[src/rtl/sync_fifo_pkg.sv]
// Shared definitions for the single-clock FIFO: default geometry, thresholds
// and the depth helper used to size memory and full detection.
package fifo_pkg;

    localparam int DEF_DSIZE    = 8;
    localparam int DEF_ASIZE    = 4;
    localparam int DEF_AE_LEVEL = 2;

    function automatic int fifo_depth(input int asize);
        return 1 << asize;
    endfunction

    localparam int DEF_AF_LEVEL = fifo_depth(DEF_ASIZE) - 2;

    // Pointer/occupancy type for the default geometry (one extra wrap bit).
    typedef logic [DEF_ASIZE:0] def_ptr_t;

endpackage

[src/rtl/sync_fifo_if.sv]
// Producer/consumer bundle for sync_fifo; the FIFO uses the slave modport and
// the surrounding logic drives the master side.
interface sync_fifo_if
    import fifo_pkg::*;
#(
    parameter int DSIZE = DEF_DSIZE,
    parameter int ASIZE = DEF_ASIZE
);
    // Handshake: a write transfers on a rising edge where winc=1 and wfull=0;
    // a read transfers where rinc=1 and rempty=0. Requests made against a
    // full/empty FIFO are dropped and latch the sticky overflow/underflow flag.
    logic             winc;
    logic [DSIZE-1:0] wdata;
    logic             wfull;
    logic             walmost_full;
    logic             rinc;
    logic [DSIZE-1:0] rdata;
    logic             rempty;
    logic             ralmost_empty;
    logic [ASIZE:0]   count;
    logic             overflow;
    logic             underflow;
    logic             clr_err;

    modport master (
        output winc, wdata, rinc, clr_err,
        input  wfull, walmost_full, rdata, rempty, ralmost_empty,
               count, overflow, underflow
    );

    modport slave (
        input  winc, wdata, rinc, clr_err,
        output wfull, walmost_full, rdata, rempty, ralmost_empty,
               count, overflow, underflow
    );

endinterface

[src/rtl/sync_fifo_mem.sv]
// Dual-port FIFO storage: synchronous write, read port either combinational
// (first-word-fall-through) or registered with an async-reset output.
module fifo_mem
    import fifo_pkg::*;
#(
    parameter int DSIZE = DEF_DSIZE,
    parameter int ASIZE = DEF_ASIZE,
    parameter int FWFT  = 0
) (
    input  logic             clk,
    input  logic             rst_n,
    input  logic             we_i,
    input  logic [ASIZE-1:0] waddr_i,
    input  logic [DSIZE-1:0] wdata_i,
    input  logic             re_i,
    input  logic [ASIZE-1:0] raddr_i,
    output logic [DSIZE-1:0] rdata_o
);

    // Storage is deliberately not reset.
    logic [DSIZE-1:0] mem_q [fifo_depth(ASIZE)];

    always_ff @(posedge clk) begin
        if (we_i) mem_q[waddr_i] <= wdata_i;
    end

    generate
        if (FWFT != 0) begin : g_fwft
            logic unused_ok;
            assign unused_ok = &{1'b0, rst_n, re_i};
            assign rdata_o   = mem_q[raddr_i];
        end else begin : g_reg
            logic [DSIZE-1:0] rdata_q;
            always_ff @(posedge clk or negedge rst_n) begin
                if (!rst_n)    rdata_q <= '0;
                else if (re_i) rdata_q <= mem_q[raddr_i];
            end
            assign rdata_o = rdata_q;
        end
    endgenerate

endmodule

[src/rtl/sync_fifo.sv]
// Single-clock FIFO with optional FWFT read, almost-full/empty thresholds,
// occupancy count and sticky overflow/underflow flags.
module sync_fifo
    import fifo_pkg::*;
#(
    parameter int DSIZE    = DEF_DSIZE,
    parameter int ASIZE    = DEF_ASIZE,
    parameter int FWFT     = 0,
    parameter int AF_LEVEL = fifo_depth(ASIZE) - 2,
    parameter int AE_LEVEL = DEF_AE_LEVEL
) (
    input  logic         clk,
    input  logic         rst_n,
    sync_fifo_if.slave   bus
);

    typedef logic [ASIZE:0] ptr_t;

    localparam ptr_t DEPTH_P = ptr_t'(fifo_depth(ASIZE));
    localparam ptr_t AF_P    = ptr_t'(AF_LEVEL);
    localparam ptr_t AE_P    = ptr_t'(AE_LEVEL);

    ptr_t wptr_q, wptr_d;
    ptr_t rptr_q, rptr_d;
    ptr_t count_q, count_d;
    logic wfull_q, rempty_q, walmost_full_q, ralmost_empty_q;
    logic overflow_q, overflow_d, underflow_q, underflow_d;
    logic we, re;
    logic [DSIZE-1:0] mem_rdata;

    // Accept decisions use only registered flags, so a full FIFO refuses a
    // write even when a read frees a slot on the same edge (and vice versa).
    assign we = bus.winc & ~wfull_q;
    assign re = bus.rinc & ~rempty_q;

    always_comb begin
        wptr_d      = wptr_q + ptr_t'(we);
        rptr_d      = rptr_q + ptr_t'(re);
        count_d     = wptr_d - rptr_d;
        overflow_d  = (bus.winc & wfull_q)  | (overflow_q  & ~bus.clr_err);
        underflow_d = (bus.rinc & rempty_q) | (underflow_q & ~bus.clr_err);
    end

    always_ff @(posedge clk or negedge rst_n) begin
        if (!rst_n) begin
            wptr_q          <= '0;
            rptr_q          <= '0;
            count_q         <= '0;
            wfull_q         <= 1'b0;
            rempty_q        <= 1'b1;
            walmost_full_q  <= 1'b0;
            ralmost_empty_q <= 1'b1;
            overflow_q      <= 1'b0;
            underflow_q     <= 1'b0;
        end else begin
            wptr_q          <= wptr_d;
            rptr_q          <= rptr_d;
            count_q         <= count_d;
            wfull_q         <= (count_d == DEPTH_P);
            rempty_q        <= (count_d == '0);
            walmost_full_q  <= (count_d >= AF_P);
            ralmost_empty_q <= (count_d <= AE_P);
            overflow_q      <= overflow_d;
            underflow_q     <= underflow_d;
        end
    end

    fifo_mem #(
        .DSIZE (DSIZE),
        .ASIZE (ASIZE),
        .FWFT  (FWFT)
    ) u_mem (
        .clk     (clk),
        .rst_n   (rst_n),
        .we_i    (we),
        .waddr_i (wptr_q[ASIZE-1:0]),
        .wdata_i (bus.wdata),
        .re_i    (re),
        .raddr_i (rptr_q[ASIZE-1:0]),
        .rdata_o (mem_rdata)
    );

    // In FWFT mode the word is masked to zero while empty so reset reads as 0.
    assign bus.rdata         = (FWFT != 0 && rempty_q) ? '0 : mem_rdata;
    assign bus.wfull         = wfull_q;
    assign bus.rempty        = rempty_q;
    assign bus.walmost_full  = walmost_full_q;
    assign bus.ralmost_empty = ralmost_empty_q;
    assign bus.count         = count_q;
    assign bus.overflow      = overflow_q;
    assign bus.underflow     = underflow_q;

endmodule
[src/flat_wrapper.sv]
// flat-port wrapper written by rule: the top's interface ports become plain ports
module sync_fifo_flat import fifo_pkg::*;
#(
    parameter int DSIZE    = DEF_DSIZE,
    parameter int ASIZE    = DEF_ASIZE,
    parameter int FWFT     = 0,
    parameter int AF_LEVEL = fifo_depth(ASIZE) - 2,
    parameter int AE_LEVEL = DEF_AE_LEVEL
)
  (clk, rst_n, bus_winc, bus_wdata, bus_rinc, bus_clr_err, bus_wfull, bus_walmost_full, bus_rdata, bus_rempty, bus_ralmost_empty, bus_count, bus_overflow, bus_underflow);
  sync_fifo_if #(.DSIZE(DSIZE), .ASIZE(ASIZE)) bus_i ();
  input  logic clk;
  input  logic rst_n;
  input wire logic [$bits(bus_i.winc)-1:0] bus_winc;
  input wire logic [$bits(bus_i.wdata)-1:0] bus_wdata;
  input wire logic [$bits(bus_i.rinc)-1:0] bus_rinc;
  input wire logic [$bits(bus_i.clr_err)-1:0] bus_clr_err;
  output wire logic [$bits(bus_i.wfull)-1:0] bus_wfull;
  output wire logic [$bits(bus_i.walmost_full)-1:0] bus_walmost_full;
  output wire logic [$bits(bus_i.rdata)-1:0] bus_rdata;
  output wire logic [$bits(bus_i.rempty)-1:0] bus_rempty;
  output wire logic [$bits(bus_i.ralmost_empty)-1:0] bus_ralmost_empty;
  output wire logic [$bits(bus_i.count)-1:0] bus_count;
  output wire logic [$bits(bus_i.overflow)-1:0] bus_overflow;
  output wire logic [$bits(bus_i.underflow)-1:0] bus_underflow;
  assign bus_i.winc = bus_winc;
  assign bus_i.wdata = bus_wdata;
  assign bus_i.rinc = bus_rinc;
  assign bus_i.clr_err = bus_clr_err;
  assign bus_wfull = bus_i.wfull;
  assign bus_walmost_full = bus_i.walmost_full;
  assign bus_rdata = bus_i.rdata;
  assign bus_rempty = bus_i.rempty;
  assign bus_ralmost_empty = bus_i.ralmost_empty;
  assign bus_count = bus_i.count;
  assign bus_overflow = bus_i.overflow;
  assign bus_underflow = bus_i.underflow;
  sync_fifo #(.DSIZE(DSIZE), .ASIZE(ASIZE), .FWFT(FWFT), .AF_LEVEL(AF_LEVEL), .AE_LEVEL(AE_LEVEL)) u_core (.clk(clk), .rst_n(rst_n), .bus(bus_i));
endmodule
[config.mk]
export PLATFORM = sky130hd
export DESIGN_NAME = sync_fifo_flat
export DESIGN_NICKNAME = d
export VERILOG_FILES = /design/src/rtl/sync_fifo_pkg.sv /design/src/rtl/sync_fifo_if.sv /design/src/rtl/sync_fifo_mem.sv /design/src/rtl/sync_fifo.sv /design/src/flat_wrapper.sv
export SDC_FILE = /design/constraint.sdc
export NUM_CORES = 1
export LEC_CHECK = 0
export ABC_AREA = 1
export CORE_MARGIN = 2
export CORE_UTILIZATION = 30
export CTS_BUF_LIST = sky130_fd_sc_hd__clkbuf_4 sky130_fd_sc_hd__clkbuf_8
export CTS_CLUSTER_DIAMETER = 80
export DETAILED_ROUTE_END_ITERATION = 10
export HOLD_SLACK_MARGIN = 0.02
export PLACE_DENSITY_LB_ADDON = 0.15
export SLEW_MARGIN = 20
export SYNTH_ARGS = -nofsm -noshare
export SYNTH_HDL_FRONTEND = slang
export SYNTH_SLANG_ARGS = --single-unit
[constraint.sdc]
create_clock -name clk -period 2.43 [get_ports clk]
set_input_delay 0.486 -clock clk [delete_from_list [all_inputs] [get_ports clk]]
set_output_delay 0.486 -clock clk [all_outputs]
set_load 0.02 [all_outputs]
# ---- Word level (Yosys, flattened, before mapping)
# Memories as Yosys holds them, arrays and structs flattened. A register that Yosys moved wholly into a read port is not among the register bits.
# Index checks and enable logic that the tools add are counted.
# W data, S select, Z words.
dict set report totals {
  regBits 21
  ram_bits 128
  out_inout_bits 19
  wordCells 31
  mem_count 1
}
dict set report classes {
  n_addsub 3
  order_cmp 2
  eq_ne 1
  muxes 2
  bitwise 11
  reduce_logical 2
}
# name words width read_ports rd_ports_with_merged_regs wr line_no
set mem_list {}
lappend mem_list {u_core.u_mem.mem_q 16 8 1 1 1 sync_fifo_mem.sv:21} ;# logic [DSIZE-1:0] mem_q [fifo_depth(ASIZE)];
# cell n
set ops {}
lappend ops {{$add A5 B1 Y5} 2}
lappend ops {{$and A1 B1 Y1} 6}
lappend ops {{$eq A5 B5 Y1 const B} 1}
lappend ops {{$ge A5 B4 Y1 const B} 1}
lappend ops {{$le A5 B2 Y1 const B} 1}
lappend ops {{$logic_not A5 Y1} 1}
lappend ops {{$sub A5 B5 Y5} 1}
lappend ops {{$not A1 Y1} 3}
lappend ops {{$mux W1} 2}
lappend ops {{$or A1 B1 Y1} 2}
lappend ops {{$logic_not A1 Y1} 1}

# ---- Longest topological paths before layout
# Gate-level depths: netlist of the first run.
dict set report logic_depth {
  depth_word 5
  mapped_depth 16
  mapped_depth_nobuf 15
}

# ---- By module
# From an unflattened synthesis of the first run, not the netlist that was laid out.
dict set report unflattened {
  cells_unflattened 623
  hier_area_um2 6835.3
}
# mod n_inst cells_per_inst area_each_um2 seq_area_each_um2
set by_module_without_submodules {}
lappend by_module_without_submodules {fifo_mem 1 483 5635.4 4043.9}
lappend by_module_without_submodules {sync_fifo 1 140 1199.9 528.0}

# ---- Least setup slack after synthesis of the first run
# No wires, ideal clock.
dict set report synth_timing {
  path_kind {reg-to-reg}
  startpoint {reg u_core.rempty_q (netlist: u_core.bus.rempty)}
  endpoint {reg u_core.rempty_q (netlist: u_core.bus.rempty)}
  setup_time_ns 0.067
  arrival_ns 2.368
  required_ns 2.363
  slack_ns -0.005
  stages_incl_launch_ff 16
  path_buffers 1
  synth_period_minus_slack_ns 2.435
  path_cell_list {dfstp_2 > inv_1 > nand2_1 > clkbuf_1 > nor2_1 > ha_1 > inv_1 > xor2_1 > ha_1 > nor2_1 > inv_1 > nand3_1 > nand2_1 > nand2_1 > nand2_1 > nor2_1}
}
dict set report synth_between {
  elab_chain_cells 5
}
# item line_no
set synth_rtl {}
lappend synth_rtl {{start, declared} sync_fifo.sv:26} ;# logic wfull_q, rempty_q, walmost_full_q, ralmost_empty_q;
lappend synth_rtl {{start signal, assigned} sync_fifo.sv:60} ;# rempty_q <= (count_d == '0);
lappend synth_rtl {{$not A1 Y1} sync_fifo.sv:34} ;# assign re = bus.rinc & ~rempty_q;
lappend synth_rtl {{$and A1 B1 Y1} sync_fifo.sv:34}
lappend synth_rtl {{$add A5 B1 Y5} sync_fifo.sv:38} ;# rptr_d = rptr_q + ptr_t'(re);
lappend synth_rtl {{net u_core.rptr_d[1]} sync_fifo.sv:24} ;# ptr_t rptr_q, rptr_d;
lappend synth_rtl {{$sub A5 B5 Y5} sync_fifo.sv:39} ;# count_d = wptr_d - rptr_d;
lappend synth_rtl {{net u_core.count_d[4]} sync_fifo.sv:25} ;# ptr_t count_q, count_d;
lappend synth_rtl {{$logic_not A5 Y1} sync_fifo.sv:60}
# The timed path passes the listed nets, and every way through them passes these cells.

# ---- Final worst setup path of the first run
dict set report layout_timing {
  startpoint {in bus_winc}
  endpoint {reg u_core.rempty_q (netlist: u_core.bus.rempty)}
}
dict set report layout_between {
  elab_chain_cells 4
}
# item line_no
set layout_rtl {}
lappend layout_rtl {{start, declared} flat_wrapper.sv:14} ;# input wire logic [$bits(bus_i.winc)-1:0] bus_winc;
lappend layout_rtl {{$and A1 B1 Y1} sync_fifo.sv:33} ;# assign we = bus.winc & ~wfull_q;
lappend layout_rtl {{$add A5 B1 Y5} sync_fifo.sv:37} ;# wptr_d = wptr_q + ptr_t'(we);
lappend layout_rtl {{net u_core.wptr_d[3]} sync_fifo.sv:23} ;# ptr_t wptr_q, wptr_d;
lappend layout_rtl {{$sub A5 B5 Y5} sync_fifo.sv:39}
lappend layout_rtl {{$logic_not A5 Y1} sync_fifo.sv:60}
# The timed path passes the listed nets, and every way through them passes these cells.

==> run_results.csv, run 1 <==
group,metric,value,unit
yosys,synth_cell_types,19,
setup_path,end_kind,"flop",
grt,grt_pass1_vias,4393,
setup_path,arrival,2.62,ns
timing,period_minus_slack,2.25,ns
timing,relSlewSlack,0.500,
clocking,clk_path_buf_depth,2,
die,die_w,152,um
timing,fin_tns_setup,0,ns
yosys,synth-seq-cells,157,
timing,finalCritPeriodShare,0.924,
routing,num_vias,4384,
timing,finalClockSkew,0.00958,ns
routing,drc_errors,0,
setup_path,path_common_cell,"nand3_1",
routing,vias_per_cell,4.52,
placed_design,gp_congestion,0.788,
clocking,cts_made_buffers,17,
worst_hold_path,hold_path.class,"primary input to asynchronous set/reset pin",
yosys,avgSynthCellArea,10.7,sq um
setup_path,worstPathMaxFanout,4,
final_layout,drive_gt1_frac,0.119,
timing,setup_violations,0,
timing,fmax,445,MHz
routing,drt_iter0_drc,381,
clocking,clock-sinks,157,
clocking,clock-root-buffer,"clkbuf_8",
timing,rsz0062_at_grt,"false",
setup_path,regToRegSetupSlack,0.21,ns
final_layout,fin_util,0.359,
routing,drt_pre_antenna_iters,4,
die,row_count,54,
die,coreArea,21700,sq um
final_layout,area_growth,18.4,%
clocking,clk_pin_slew,0.08,ns
clocking,htreeDepth,4,
final_layout,diodes,0,
setup_path,worst_ep_required_time,2.81,ns
routing,final_antenna_net_count,0,
status,status,"finished clean",
yosys,synth_cells,617,
setup_path,crit_type,"primary input to flop",
final_layout,final_net_count,697,
routing,routedWlPerCell,16.8,um
placed_design,numPortBuffers,31,
grt,track_usage,0.146,
placed_design,dpl.hpwl,10.2,mm
yosys,synth_seq_area_share,0.695,
timing,hold_violations,0,
yosys,yosys_warnings,0,
grt,grt_max_degree,65,
grt,antenna_found_initial,0,
setup_path,max_stage_delay,0.47,ns
clocking,clock_latency,0.45,ns
setup_path,startpoint_type,"primary input",
routing,routed_wl,16.3,mm
clocking,tritoncts,"done",
die,dieArea,23100,sq um
grt,grt-ovfl-total,0,
grt,grt_pass1_wl,25.6,mm
setup_path,crit_slowest_cell,"clkdlybuf4s50_1",
die,io_pins,32,
die,fp.dieH,152,um
pwr,power.leakage,3.11,nW
die,start_util,0.304,
timing,slew_viol_final,0,
yosys,syn-num-nets,637,
pwr,power.density,1250,nW/um^2
flow_run,max_cap_viol_count,0,
clocking,cts_hold_buf,0,
pwr,ir_worst_vdd,0.000437,V
timing,tightest_slew,0.750,ns
setup_path,crit_chain,"clkdlybuf4s50_1 > inv_1 > nor2_1 > ha_1 > nand3_1 > xor2_1 > ha_1 > inv_1 > nand3_1 > nand2_1 > nand3_1 > nor2_1",
yosys,synth_area,6580,sq um
==> cells by family (layout without fill, tap and decap cells) <==
family	Yosys count	in the layout	share of synthesized area
compound gates	2	2	0.00152
xor+xnor	5	5	0.00665
fa+ha+maj	7	7	0.0133
buf+inv	60	132	0.0393
flops	157	157	0.695
simple gates	386	386	0.245
==> cell usage in the layout, fill, tap and decap left out, types with 2 or more instances in the layout <==
cell type and count:
nand2_1 246, edfxtp_1 128, nand3_1 111, buf_4 36, clkdlybuf4s50_1 31, dfrtp_1 26
inv_1 24, nor2_1 24, clkbuf_8 17, inv_2 9, ha_1 7, xor2_1 4
clkinvlp_4 4, clkinv_1 3, bufinv_16 3, nand2_2 2, o21ai_0 2, clkinv_2 2
clkbuf_4 2, dfstp_2 2
==> final timing paths <==
| path | start | end | depth (start not counted) |
|---|---|---|---|
| worst max-delay path | bus_winc | u_core.bus.rempty | 12 |
| worst min-delay path | rst_n | u_core.u_mem.rdata_o[4] | 2 |
| worst max register to register | u_core.bus.rempty | u_core.bus.rempty | 14 |
| worst min register to register | u_core.u_mem.rdata_o[3] | u_core.u_mem.rdata_o[3] | 2 |
| max in group asynchronous | rst_n | u_core.bus.rempty | 2 |
| min in group clk | u_core.u_mem.rdata_o[3] | u_core.u_mem.rdata_o[3] | 2 |
==> flip-flops by register name (all words and copies together) (netlist names), 5 cells and up <==
signal,count
u_core.u_mem.mem_q,128
u_core.u_mem.rdata_o,8
u_core.bus.count,5
u_core.rptr_q,5
u_core.wptr_q,5
==> critical path: cells and delay by family <==
kind	cells	cell delay (ns)
xor gates and xnor gates	1	0.20
and+or+nand+nor	6	0.77
adders and majority gates	2	0.58
buffers and inverters	3	0.59
==> Yosys cell counts <==
library cell  instances  share of area
buf_1                 2         0.0011
buf_2                15          0.011
buf_6                 2         0.0034
clkbuf_1              7         0.0040
clkinv_1              1        0.00057
dfrtp_1              27           0.10
dfstp_2               2         0.0080
edfxtp_1            128           0.58
ha_1                  7          0.013
inv_1                24          0.014
inv_2                 9         0.0051
nand2_1             247           0.14
nand2_2               1        0.00095
nand3_1             111          0.084
nand4_1               1        0.00095
nor2_1               25          0.014
nor4_4                1         0.0032
o21ai_0               2         0.0015
xor2_1                5         0.0067
==> final cells by class <==
cell class / count / area (sq um)
Sequential cell: 157 / 4570
Fill cell: 2163 / 13900
Clock buffer: 19 / 249
Tap cell: 280 / 350
Inverter: 34 / 128
Clock inverter: 12 / 146
Timing Repair Buffer: 67 / 581
Multi-Input combinational cell: 400 / 1760
==> where the power goes <==
group / internal (mW) / leakage [nW] / switching [mW]
Sequential: 3.37 / 1.51 / 0.204
Clock: 1.02 / 0.190 / 0.954
Combinational: 1.40 / 1.42 / 2.80
Total: 5.80 / 3.11 / 3.96
==> metrics by stage <==
| stage | setup WS, ns | hold slack, ns | std cells | power (mW) | instance area (sq um) |
|---|---|---|---|---|---|
| 2_1_floorplan | 0.0991 | 0.190 | 617 | 6.31 | 6580 |
| 3_3_place_gp | -0.189 | 0.473 | 938 | 7.83 | 7380 |
| 3_5_place_dp | -0.265 | 0.466 | 938 | 7.88 | 7380 |
| 4_1_cts | 0.148 | 0.397 | 969 | 9.88 | 7780 |
| 5_1_grt | 0.00178 | 0.436 | 969 | 10.5 | 7790 |
| 6_report | 0.184 | 0.414 | 969 | 9.76 | 7790 |
==> metal layers <==
| layer | up-vias | global-route usage | share of wire | routed length, um |
|---|---|---|---|---|
| met1 | 2104 | 0.201 | 0.46 | 7520 |
| met5 | - | 0 | 0 | 0 |
| met3 | 13 | 0.0251 | 0.048 | 776 |
| li1 | 2179 | - | - | - |
| met2 | 88 | 0.234 | 0.48 | 7820 |
| met4 | 0 | 0.0503 | 0.012 | 190 |
==> what timing repair did <==
| item | in CTS | in global routing |
|---|---|---|
| setup endpoints to repair | 0 | 2 |
| buffers inserted | 0 | 0 |
| gates resized for setup | 0 | 3 |
(Power assumes the default switching activity.)
==> inputs of run 2 (changes only) <==
- clock period: 2.43 -> 2 ns (I/O delays scaled with it)
==> run 2 against run 1 <==
  * Via count grew 1.8%
  * Largest cell class unchanged
  * Critical path type is now flop to flop
  * Critical endpoint is now u_core.bus.ralmost_empty
  * Critical path depth is the same
  * Worst hold slack lost 0.17 ns
==> run_results.csv, run 2 (synthesized netlist as in run 1, its figures left out) <==
group,metric,value,unit
die,dieArea,23100,sq um
clocking,htreeDepth,4,
clocking,cts_hold_buf,0,
grt,grt_max_degree,65,
timing,tightest_slew,0.673,ns
clocking,clock_latency,0.45,ns
grt,grt_pass1_vias,4471,
placed_design,gp_congestion,0.785,
timing,period_minus_slack,1.97,ns
final_layout,final_cell_mix,"nand2_1 (239), edfxtp_1 (128), nand3_1 (108)",
final_layout,largest_reg_flops,128,
pwr,power.density,1570,nW/um^2
timing,final.setup.worst_slack,0.0283,ns
status,status,"finished clean",
setup_path,crit_chain,"inv_2 > nand2_4 > nor2_4 > ha_4 > inv_2 > xor2_2 > ha_2 > nor2_4 > nand3_1 > nand2_2 > nand3_1 > nor2_2",
final_layout,drive_gt1_frac,0.176,
clocking,clock-root-buffer,"clkbuf_8",
pwr,ir_worst_vdd,0.000678,V
routing,vias_per_cell,4.53,
final_layout,diodes,0,
placed_design,place_ws,-0.572,ns
setup_path,end_kind,"flop",
timing,rsz0062_at_grt,"true",
timing,hold_violations,0,
timing,slew_viol_final,0,
setup_path,startpoint_type,"flop",
setup_path,critPathBufInv,2,
routing,num_vias,4461,
setup_path,worst_ep_required_time,2.39,ns
timing,hold_slack,0.240,ns
setup_path,arrival,2.36,ns
routing,drt_iter0_drc,316,
timing,fmax,507,MHz
die,row_count,54,
setup_path,crit_slowest_cell,"dfstp_2",
placed_design,dpl.hpwl,10.2,mm
placed_design,placed_area,7460,sq um
final_layout,fin_cells,984,
clocking,clock-sinks,157,
clocking,clk_pin_slew,0.08,ns
routing,final_antenna_net_count,0,
die,die_w,152,um
timing,relSlewSlack,0.550,
pwr,power,12.7,mW
final_layout,area_growth,23.3,%
final_layout,design_area,8120,sq um
timing,finalCritPeriodShare,0.986,
die,fp.dieH,152,um
timing,setup_violations,0,
clocking,clk_path_buf_depth,2,
clocking,tritoncts,"done",
grt,track_usage,0.144,
setup_path,worstPathMaxFanout,4,
grt,grt_pass1_wl,25.2,mm
setup_path,max_stage_delay,0.54,ns
pwr,power.leakage,3.28,nW
final_layout,top_register,"u_core.u_mem.mem_q",
grt,antenna_found_initial,0,
setup_path,cp_top_family,"simple AND/OR/NAND/NOR gates",
placed_design,dp.cells,945,
die,coreArea,21700,sq um
placed_design,numPortBuffers,31,
setup_path,crit_type,"flop to flop",
routing,drt_pre_antenna_iters,5,
timing,finalClockSkew,0.0119,ns
routing,routed_wl,16.1,mm
grt,grt-ovfl-total,0,
routing,routedWlPerCell,16.4,um
final_layout,final_net_count,711,
worst_hold_path,hold_path.class,"primary input to flop",
die,start_util,0.304,
clocking,cts_made_buffers,17,
die,io_pins,32,
routing,drc_errors,0,
flow_run,max_cap_viol_count,0,
final_layout,layout_commonest_cell,"nand2_1",
## run 2: report_power, final
| part | total [mW] | internal, mW | switching (mW) | leakage (nW) |
|---|---|---|---|---|
| logic | 5.64 | 2.02 | 3.62 | 1.54 |
| clock network | 2.72 | 1.53 | 1.19 | 0.230 |
| registers | 4.35 | 4.09 | 0.260 | 1.51 |
## run 2: stage by stage
stage                     utilization  setup TNS (ns)
after CTS                       0.368        -0.00216
after global placement          0.344          -12.55
after global routing            0.374          -0.462
after detailed placement        0.344          -13.82
after floorplan                     -          -0.650
final                           0.374               0
## run 2: tightest hold or removal path, cell delays in order
cell	delay (ns)
dlymetal6s2s_1	0.12
nand2_1	0.06
o21ai_0	0.07
## run 2: worst paths after layout
kind	startpoint	endpoint	slack, ns	cells after the start
worst max-delay path	u_core.bus.rempty	u_core.bus.ralmost_empty	0.03	12
worst min-delay path	bus_winc	u_core.bus.overflow	0.24	3
worst max register to register	u_core.bus.rempty	u_core.bus.ralmost_empty	0.03	12
worst min register to register	u_core.u_mem.rdata_o[2]	u_core.u_mem.rdata_o[2]	0.49	2
max in group asynchronous	rst_n	u_core.bus.ralmost_empty	1.34	2
min in group asynchronous	rst_n	u_core.bus.underflow	0.34	2
## run 2: area by class of cell
type / count / area [sq um]
clock buffer: 19 / 249
timing repair buffer: 81 / 706
tap: 280 / 350
multi-input combinational: 400 / 1900
inverter: 34 / 128
clock inverter: 13 / 210
fill: 2100 / 13600
sequential: 157 / 4570
## run 2: per-layer routing
| layer | part of all wire | global-route usage |
|---|---|---|
| met5 | 0 | 0 |
| met4 | 0.012 | 0.0463 |
| met3 | 0.038 | 0.0337 |
| met2 | 0.52 | 0.238 |
| met1 | 0.43 | 0.187 |
## run 2: timing repair
action	4_1_cts	5_1_grt
endpoints found under the setup margin	7	14
setup buffers	2	5
resized for setup	10	26
gates cloned	0	0
pin swaps	3	14
==> inputs of run 3 (changes only) <==
- clock period: 2 -> 1.9 ns (I/O delays scaled with it)
==> run 3 against run 2 <==
  * The run now ends with setup timing left
  * Worst setup slack got worse by 0.12 ns
  * Sequential power increased by 5.1%
  * First-iteration DRC count increased by 28%
  * Sequential share of layout area increased by 0.45 points
  * Power increased by 2.8%
  * Maximum frequency decreased by 1.1%
  * Clock power decreased by 14%
  * Global-route usage increased by 0.22 points
  * Die area unchanged
  * Wire length increased by 1.5%
  * Via count increased by 0.38%
  * Critical path type unchanged
  * Highest routed layer unchanged
==> run_results.csv, run 3 (synthesized netlist as in run 1, its figures left out) <==
group,metric,value,unit
grt,grt_max_degree,65,
final_layout,multi_input_area,1920,sq um
pwr,ir_worst_vdd,0.000650,V
clocking,clock-sinks,157,
final_layout,fin_cells,983,
clocking,tritoncts,"done",
placed_design,place_ws,-0.640,ns
placed_design,dp.cells,945,
die,dieArea,23100,sq um
routing,routedWlPerCell,16.7,um
final_layout,final_net_count,710,
die,start_util,0.304,
timing,hold_violations,0,
routing,final_antenna_net_count,0,
clocking,clock_latency,0.46,ns
placed_design,numPortBuffers,31,
setup_path,crit_type,"flop to flop",
final_layout,largest_reg_flops,128,
die,die_w,152,um
grt,grt-ovfl-total,0,
setup_path,regToRegSetupSlack,-0.09,ns
pwr,power.leakage,3.20,nW
final_layout,num-fill-cells,2130,
grt,track_usage,0.146,
setup_path,worstReg2RegEnd,"u_core.bus.rempty",
final_layout,regArea,4570,sq um
status,status,"complete, but fails checks",
routing,vias_per_cell,4.56,
grt,grt_pass1_wl,25.7,mm
routing,drt_pre_antenna_iters,4,
grt,grt_pass1_vias,4532,
setup_path,startpoint_type,"flop",
clocking,clock-root-buffer,"clkbuf_8",
setup_path,worstPathMaxFanout,4,
flow_run,max_cap_viol_count,0,
die,io_pins,32,
final_layout,top_register,"u_core.u_mem.mem_q",
timing,finalCritPeriodShare,1.05,
setup_path,ff2ff_path_depth,14,
setup_path,end_kind,"flop",
final_layout,drive_gt1_frac,0.181,
timing,period_minus_slack,1.99,ns
clocking,htreeDepth,4,
placed_design,dpl.hpwl,10.3,mm
clocking,clk_path_buf_depth,2,
timing,tightest_slew,0.537,ns
setup_path,r2r_start,"u_core.bus.rempty",
final_layout,area_growth,22.3,%
clocking,cts_hold_buf,0,
pwr,power.density,1620,nW/um^2
clocking,cts_made_buffers,17,
status,violations,"setup timing",
setup_path,arrival,2.39,ns
setup_path,worst_ep_required_time,2.30,ns
timing,fmax,502,MHz
timing,finalClockSkew,0.0138,ns
routing,routed_wl,16.4,mm
placed_design,gp_congestion,0.802,
final_layout,diodes,0,
timing,rsz0062_at_grt,"true",
worst_hold_path,hold_path.class,"primary input to asynchronous set/reset pin",
die,row_count,54,
grt,antenna_found_initial,0,
die,coreArea,21700,sq um
timing,setup_violations,6,
final_layout,final_cell_mix,"nand2_1 (238), edfxtp_1 (128), nand3_1 (108)",
timing,relSlewSlack,0.641,
timing,final.setup.worst_slack,-0.0935,ns
routing,drt_iter0_drc,403,
routing,num_vias,4478,
timing,slew_viol_final,0,
clocking,clk_pin_slew,0.09,ns
final_layout,layout_commonest_cell,"nand2_1",
routing,drc_errors,0,
die,fp.dieH,152,um
## run 3: worst max-delay path: stages, from the launching register on
cell and delay (ns):
dfstp_2 0.56, inv_2 0.04, nand2_4 0.09, nor2_4 0.04, ha_4 0.26, inv_2 0.04, xor2_2 0.17, ha_2 0.19
nor2_4 0.10, inv_2 0.06, nand3_4 0.08, nand2_4 0.06, nand2_2 0.05, nand2_2 0.07, nor2_1 0.11
## run 3: layout make-up
class,count,share of cell area
clock buffer,18,0.0300
clock inverter,14,0.0159
inverter,34,0.0159
multi-input combinational,400,0.238
sequential,157,0.568
tap,280,0.0435
timing repair buffer,80,0.0884
## run 3: stage by stage
| step | util | setup TNS, ns | area, sq um | hold slack [ns] | power, mW |
|---|---|---|---|---|---|
| 5_1_grt | 0.371 | -1.61 | 8050 | 0.331 | 14.1 |
| 6_report | 0.371 | -0.427 | 8050 | 0.310 | 13.1 |
| 2_1_floorplan | - | -1.25 | 6620 | 0.0844 | 8.14 |
| 4_1_cts | 0.365 | -0.588 | 7930 | 0.285 | 12.8 |
| 3_3_place_gp | 0.345 | -11.73 | 7490 | 0.475 | 10.1 |
| 3_5_place_dp | 0.345 | -13.53 | 7490 | 0.481 | 10.1 |
## run 3: worst max-delay path by stage
stage	from	end	cells past startpoint	slack [ns]
finish	u_core.bus.rempty	u_core.bus.rempty	14	-0.09
global route	u_core.bus.rempty	u_core.bus.ralmost_empty	14	-0.21
CTS	u_core.bus.rempty	u_core.bus.rempty	14	-0.13
detailed placement	bus_winc	u_core.bus.ralmost_empty	14	-0.64
global placement	bus_winc	u_core.bus.ralmost_empty	14	-0.55
floorplan	u_core.bus.rempty	u_core.bus.rempty	15	-0.24
## run 3: timing repair
item | 4_1_cts | 5_1_grt
setup endpoints to repair | 9 | 16
setup buffers | 4 | 2
resized for setup | 13 | 25
pin swaps | 10 | 15
## run 3: metal layers
| metal | track usage | routed length (um) | up-vias | share of wire |
|---|---|---|---|---|
| met2 | 0.245 | 7940 | 68 | 0.48 |
| li1 | - | - | 2212 | - |
| met5 | 0 | 0 | - | 0 |
| met1 | 0.190 | 7560 | 2173 | 0.46 |
| met3 | 0.0205 | 452 | 25 | 0.028 |
| met4 | 0.0636 | 421 | 0 | 0.026 |
## run 3: power by group
group / total (mW) / internal, mW / switching (mW) / leakage, nW
Sequential: 4.57 / 4.31 / 0.259 / 1.51
Combinational: 6.17 / 2.21 / 3.95 / 1.51
Clock: 2.33 / 0.967 / 1.36 / 0.178
